`config.mk`:
```
export PLATFORM = sky130hd
export DESIGN_NAME = montgomery_mult
export DESIGN_NICKNAME = d
export VERILOG_FILES = /design/src/rtl/montgomery_mult.sv
export SDC_FILE = /design/constraint.sdc
export NUM_CORES = 1
export LEC_CHECK = 0
export ABC_AREA = 1
export CORE_ASPECT_RATIO = 2
export CORE_MARGIN = 1.5
export CORE_UTILIZATION = 40
export DETAILED_ROUTE_END_ITERATION = 8
export SLEW_MARGIN = 10
export SYNTH_ARGS = -nofsm -noshare
export SYNTH_HDL_FRONTEND = slang
export SYNTH_SLANG_ARGS = --single-unit
```
`constraint.sdc`:
```
create_clock -name clk -period 8.3 [get_ports clk]
set_clock_uncertainty 0.05 [all_clocks]
set_input_delay 0.83 -clock clk [delete_from_list [all_inputs] [get_ports clk]]
set_output_delay 0.83 -clock clk [all_outputs]
set_load 0.005 [all_outputs]
```
`src/rtl/montgomery_mult.sv`:
```
// Radix-2 Montgomery multiplier: result = A*B*2^-WIDTH mod M.
// One iteration per enabled clock, then a final conditional subtract.
module montgomery_mult #(
    parameter int WIDTH = 8
) (
    input  logic             clk,
    input  logic             rstb,
    input  logic             en,
    input  logic             start,
    input  logic [WIDTH-1:0] a,
    input  logic [WIDTH-1:0] b,
    input  logic [WIDTH-1:0] m,
    output logic [WIDTH-1:0] result,
    output logic             busy,
    output logic             done
);

    // S stays below 2M; T + q*M stays below 4M, one spare bit on top.
    localparam int SW = WIDTH + 2;
    localparam int TW = WIDTH + 3;
    localparam int CW = $clog2(WIDTH) + 1;

    typedef enum logic [1:0] {
        IDLE,
        CALC,
        FINAL
    } state_t;

    state_t           state_q, state_d;
    logic [SW-1:0]    s_q, s_d;
    logic [CW-1:0]    i_q, i_d;
    logic [WIDTH-1:0] a_q, a_d;
    logic [WIDTH-1:0] b_q, b_d;
    logic [WIDTH-1:0] m_q, m_d;
    logic [WIDTH-1:0] result_q, result_d;
    logic             busy_q, busy_d;
    logic             done_q, done_d;

    logic [TW-1:0]    t_w;
    logic [TW-1:0]    u_w;
    logic [SW-1:0]    s_iter;
    logic [WIDTH-1:0] diff_w;
    logic             s_ge_m;

    // Datapath for one iteration and for the final reduction.
    always_comb begin
        t_w    = {1'b0, s_q} + (a_q[0] ? {3'b000, b_q} : '0);
        u_w    = t_w + (t_w[0] ? {3'b000, m_q} : '0);
        s_iter = SW'(u_w >> 1);
        s_ge_m = (s_q >= {2'b00, m_q});
        diff_w = s_q[WIDTH-1:0] - m_q;
    end

    // Next-state logic; everything holds while en is low except done.
    always_comb begin
        state_d  = state_q;
        s_d      = s_q;
        i_d      = i_q;
        a_d      = a_q;
        b_d      = b_q;
        m_d      = m_q;
        result_d = result_q;
        busy_d   = busy_q;
        done_d   = 1'b0;
        if (en) begin
            unique case (state_q)
                IDLE: begin
                    if (start) begin
                        a_d     = a;
                        b_d     = b;
                        m_d     = m;
                        s_d     = '0;
                        i_d     = '0;
                        state_d = CALC;
                        busy_d  = 1'b1;
                    end
                end
                CALC: begin
                    s_d = s_iter;
                    a_d = a_q >> 1;
                    i_d = i_q + CW'(1);
                    if (i_q == CW'(WIDTH - 1)) begin
                        state_d = FINAL;
                    end
                end
                FINAL: begin
                    result_d = s_ge_m ? diff_w : s_q[WIDTH-1:0];
                    done_d   = 1'b1;
                    busy_d   = 1'b0;
                    state_d  = IDLE;
                end
                default: begin
                    state_d = IDLE;
                    busy_d  = 1'b0;
                end
            endcase
        end
    end

    // State registers with asynchronous active-low clear.
    always_ff @(posedge clk or negedge rstb) begin
        if (!rstb) begin
            state_q  <= IDLE;
            s_q      <= '0;
            i_q      <= '0;
            a_q      <= '0;
            b_q      <= '0;
            m_q      <= '0;
            result_q <= '0;
            busy_q   <= 1'b0;
            done_q   <= 1'b0;
        end else begin
            state_q  <= state_d;
            s_q      <= s_d;
            i_q      <= i_d;
            a_q      <= a_d;
            b_q      <= b_d;
            m_q      <= m_d;
            result_q <= result_d;
            busy_q   <= busy_d;
            done_q   <= done_d;
        end
    end

    assign result = result_q;
    assign busy   = busy_q;
    assign done   = done_q;

endmodule

```
# --- Word-level counts from Yosys, hierarchy flattened ---
# Index checks and enable logic that the tools add are counted.
totals:
  ff_bits: 50
  inputBits: 28
  out_inout_bits: 10
  word_cells: 43
classes:
  n_addsub: 4
  n_lt_le_gt_ge: 1
  n_eq_ne: 5
  n_mux: 16
  n_bitwise: 1
  n_reduce_logical: 7
ops:
  columns: ["cell", "count"]
  rows:
  - ["$mux 8", 4]
  - ["$pmux 10 s2", 1]
  - ["$pmux 8 s2", 1]
  - ["$reduce_and 3->1", 4]
  - ["$add 10x8->11", 1]
  - ["$add 11x8->11", 1]
  - ["$ge 10x8->1", 1]
  - ["$mux 10", 1]
  - ["$pmux 4 s2", 1]
  - ["$sub 8x8->8", 1]
  - ["$add 4x1->4 const B", 1]
  - ["$eq 4x3->1 const B", 1]
  - ["$mux 2", 2]
  - ["$mux 4", 1]
  - ["$ne 2x2->1 const B", 2]
  - ["$pmux 2 s2", 1]
  - ["$mux 1", 3]
  - ["$eq 2x1->1 const B", 1]
  - ["$eq 2x2->1 const B", 1]
  - ["$logic_not 2->1", 1]
  - ["$pmux 1 s2", 1]
  - ["$reduce_and 2->1", 1]
  - ["$reduce_bool 2->1", 1]
  - ["$not 1->1", 1]

# --- Longest topological paths before layout ---
depth:
  word_depth: 5
  mapped_depth: 22
  mapped_depth_nobuf: 21

# --- Worst setup path after synthesis ---
# OpenSTA, ideal clock, no wires.
synth_path:
  kind: "register -> register"
  start: "register a_q[0]"
  end: "register s_q[8]"
  setup_time_ns: 0.117
  arrival_time_ns: 2.868
  t_required_ns: 8.133
  path_slack_ns: 5.265
  path_stages_with_launch: 22
  path_buffers: 1
  synth_period_minus_slack_ns: 3.035
  path_cell_list: "dfrtp_1 > clkbuf_1 > nand2_1 > inv_1 > ha_1 > inv_1 > fa_1 > nand3b_1 > nand2_1 > a21oi_1 > o21ai_0 > xor2_1 > ha_1 > a21o_1 > nor2_1 > nand2_1 > nand2_1 > nand2_1 > nand2_1 > nand2_1 > nand3_1 > nand2_1"
synth_via:
  elab_chain_cells: 5
synth_lines:
  columns: ["item", "line", "text"]
  rows:
  - ["from (decl)", "32", "logic [WIDTH-1:0] a_q, a_d;"]
  - ["from (signal assigned)", "106", "a_q <= '0;"]
  - ["from (signal assigned)", "116", "a_q <= a_d;"]
  - ["$mux 8 (*)", "47", "t_w = {1'b0, s_q} + (a_q[0] ? {3'b000, b_q} : '0);"]
  - ["$add 10x8->11 (*)", "47", null]
  - ["$mux 8", "48", "u_w = t_w + (t_w[0] ? {3'b000, m_q} : '0);"]
  - ["$add 11x8->11 (*)", "48", null]
  - ["$pmux 10 s2 (*)", "66", "unique case (state_q)"]
  - ["to (signal assigned)", "104", "s_q <= '0;"]
  - ["to (signal assigned)", "114", "s_q <= s_d;"]
  - ["to (decl)", "30", "logic [SW-1:0] s_q, s_d;"]
# Every way passes the cells marked *; elsewhere a longest branch is shown, timed or not.
# A chain may end at the register's enable or synchronous reset.

# --- Worst setup path after layout ---
# Same ends and word-level chain as after synthesis.

==> results.json <==
{
  "status": "finished clean",
  "nets": 564,
  "synth_area_um2": 3490,
  "rr_worst_depth": 20,
  "dpl.hpwl_um": 6680,
  "diodes": 0,
  "coreArea_um2": 8530,
  "ys.flop_type": "dfrtp_1",
  "startpoint_type": "flop",
  "irDropWorstVdd_v": 0.000136,
  "setup_viol": 0,
  "numCtsBuffers": 5,
  "drt-total-wl_um": 8420,
  "fp.dieW_um": 69.1,
  "wl_per_cell_um": 13.8,
  "clock.fmax_mhz": 308,
  "reg2reg_setup_slack_ns": 5.05,
  "arrival_ns": 3.40,
  "final_hold_viol_count": 0,
  "grt_usage_pct": 20.0,
  "viasPerCell": 5.02,
  "ant_nets": 0,
  "cp_data_required_time_ns": 8.44,
  "cap_violations": 0,
  "cts.sinks": 50,
  "vias": 3062,
  "cts_tree": "yes",
  "cp_cell_sequence": "nand2_1, inv_1, ha_1, inv_1, fa_1, nand3b_1, nand2_1, a21oi_1, o21ai_0, xor2_1, ha_1, a21o_1, nor2_1, nand2_1, nand2_1, nand2_1, nand2_1, nand2_1, nand3_1, nand2_1",
  "clkTransAtPathRegs_ns": 0.07,
  "worst_pin_slew_ns": 0.710,
  "clock_latency_ns": 0.30,
  "grt_antenna_before_repair": 0,
  "synthToLayoutAreaGrowth_pct": 18.1,
  "ys_ff_latch": 50,
  "power_density_nw_per_um2": 363,
  "grt_pass1_wl_um": 15000,
  "hold_class": "flop to flop",
  "die_y_um": 135,
  "cts_root_buf": "clkbuf_16",
  "slowest_stage": "dfrtp_1",
  "crit_fanout": 9,
  "io_buffer_count": 37,
  "r2r-start": "a_q[0]",
  "drt_iter0_drc": 135,
  "cp_common_cell": "nand2_1",
  "synth-edff-count": 0,
  "hold_buffers": 0,
  "avgSynthCellArea_um2": 7.40,
  "post_cts_resized": 0,
  "hold_slack_ns": 0.419,
  "htreeDepth": 2,
  "dp_cells": 602,
  "p_leak_nw": 2.19,
  "grt_pass1_vias": 3235,
  "post-route-min-period_ns": 3.25,
  "report.final.slew_viol_count": 0,
  "min_from": "b_q[4]",
  "grt_overflow_total": 0,
  "rows": 48,
  "path_buf_inv": 2,
  "globalplace.congestion": 0.902,
  "synth_cell_types": 39,
  "start_util_pct": 41.0,
  "most-common-layout-cells": "nand2_1 (167), inv_1 (67), dfrtp_1 (50)",
  "worstSetupPathType": "flop to flop",
  "dieArea_um2": 9340,
  "drt_first_pass_iters": 4,
  "slew_headroom_pct": 52.5,
  "stdcell_count": 610,
  "fin_tns_setup_ns": 0,
  "ios": 38,
  "cpPeakStageDelay_ns": 0.49,
  "cts_setup_buffers": 0,
  "cp-end-kind": "flop",
  "final_common_cell": "nand2_1",
  "worstSetupPathDepth": 20,
  "async_flop_share_pct": 100,
  "rsz0062_at_grt": "false",
  "yosysSeqAreaShare_pct": 35.8,
  "syn-instance-count": 472,
  "grt_max_degree": 51,
  "cp_top_family": "simple AND/OR/NAND/NOR gates",
  "synth_fp_nets": 527,
  "min_period_over_period_pct": 39.2,
  "cts_buffer_depth": 2,
  "yosys_warnings": 0,
  "drc": 0,
  "drive_above_1_share_pct": 6.08,
  "crit_start": "a_q[0]",
  "total_power_mw": 1.50,
  "holdPathStages": 2
}
Yosys cell counts, types with 3 or more instances:
cell | instances | area share, %
nor2_4 | 4 | 1.3
o22ai_1 | 6 | 1.1
xor2_1 | 5 | 1.3
nand2_1 | 167 | 18
nand3_1 | 23 | 3.3
nand4_1 | 15 | 2.7
inv_1 | 67 | 7.2
nor3_1 | 3 | 0.43
nor2_1 | 18 | 1.9
buf_2 | 3 | 0.43
fa_1 | 3 | 1.7
xnor2_1 | 6 | 1.5
o21ai_0 | 23 | 3.3
ha_1 | 24 | 8.6
a21oi_1 | 17 | 2.4
o211ai_1 | 5 | 1.1
clkbuf_1 | 3 | 0.32
inv_2 | 6 | 0.64
dfrtp_1 | 50 | 36
cells by family (layout without fill, tap and decap cells):
group	count (synthesis)	count (layout)	synth area share, %
simple gates	242	242	31.7
fa+ha+maj	27	27	10.3
xor+xnor	11	11	2.76
buf+inv	82	120	9.24
compound gates	60	60	10.1
flops	50	50	35.8
metal layers:
metal | track usage, % | vias up | part of all wire [%] | wire (um)
li1 | - | 1589 | - | -
met1 | 19.2 | 1406 | 36 | 3060
met2 | 40.4 | 50 | 58 | 4900
met3 | 2.46 | 17 | 1.8 | 153
met4 | 10.1 | 0 | 3.7 | 314
met5 | 0 | - | 0 | 0
cell type report:
class	instances	area, um^2
fill	876	4400
multi-input combinational	340	1920
sequential	50	1250
timing repair buffer	38	373
inverter	74	278
clock buffer	6	139
tap	100	125
clock inverter	2	38.8
stage by stage:
step	utilization [%]	setup WS, ns	area [um^2]
5_1_grt	48.4	4.70	4120
4_1_cts	48.4	5.02	4120
3_3_place_gp	46.3	5.18	3950
6_report	48.4	5.05	4120
2_1_floorplan	-	5.26	3490
3_5_place_dp	46.3	5.03	3950
power breakdown:
group	total (mW)	internal (mW)	switching [mW]
Clock	0.249	0.152	0.0974
Combinational	0.869	0.335	0.533
Sequential	0.380	0.323	0.0574
worst paths after layout:
path,end
setup / recovery,s_q[8]
hold / removal,b_q[4]
setup reg to reg,s_q[8]
hold reg to reg,b_q[4]
max in group asynchronous,s_q[9]
min in group asynchronous,done
tightest hold or removal path: stages (launching register included):
cell and delay, ns:
dfrtp_1 0.34, nand2_1 0.05, nand2_1 0.04
state kept, by name, summed over array words and instances, names as in the netlist:
name / count
state_q: 2
busy: 1
m_q: 8
result: 8
done: 1
i_q: 4
b_q: 8
a_q: 8
s_q: 10
No activity file was read; power rests on OpenSTA's default activity.
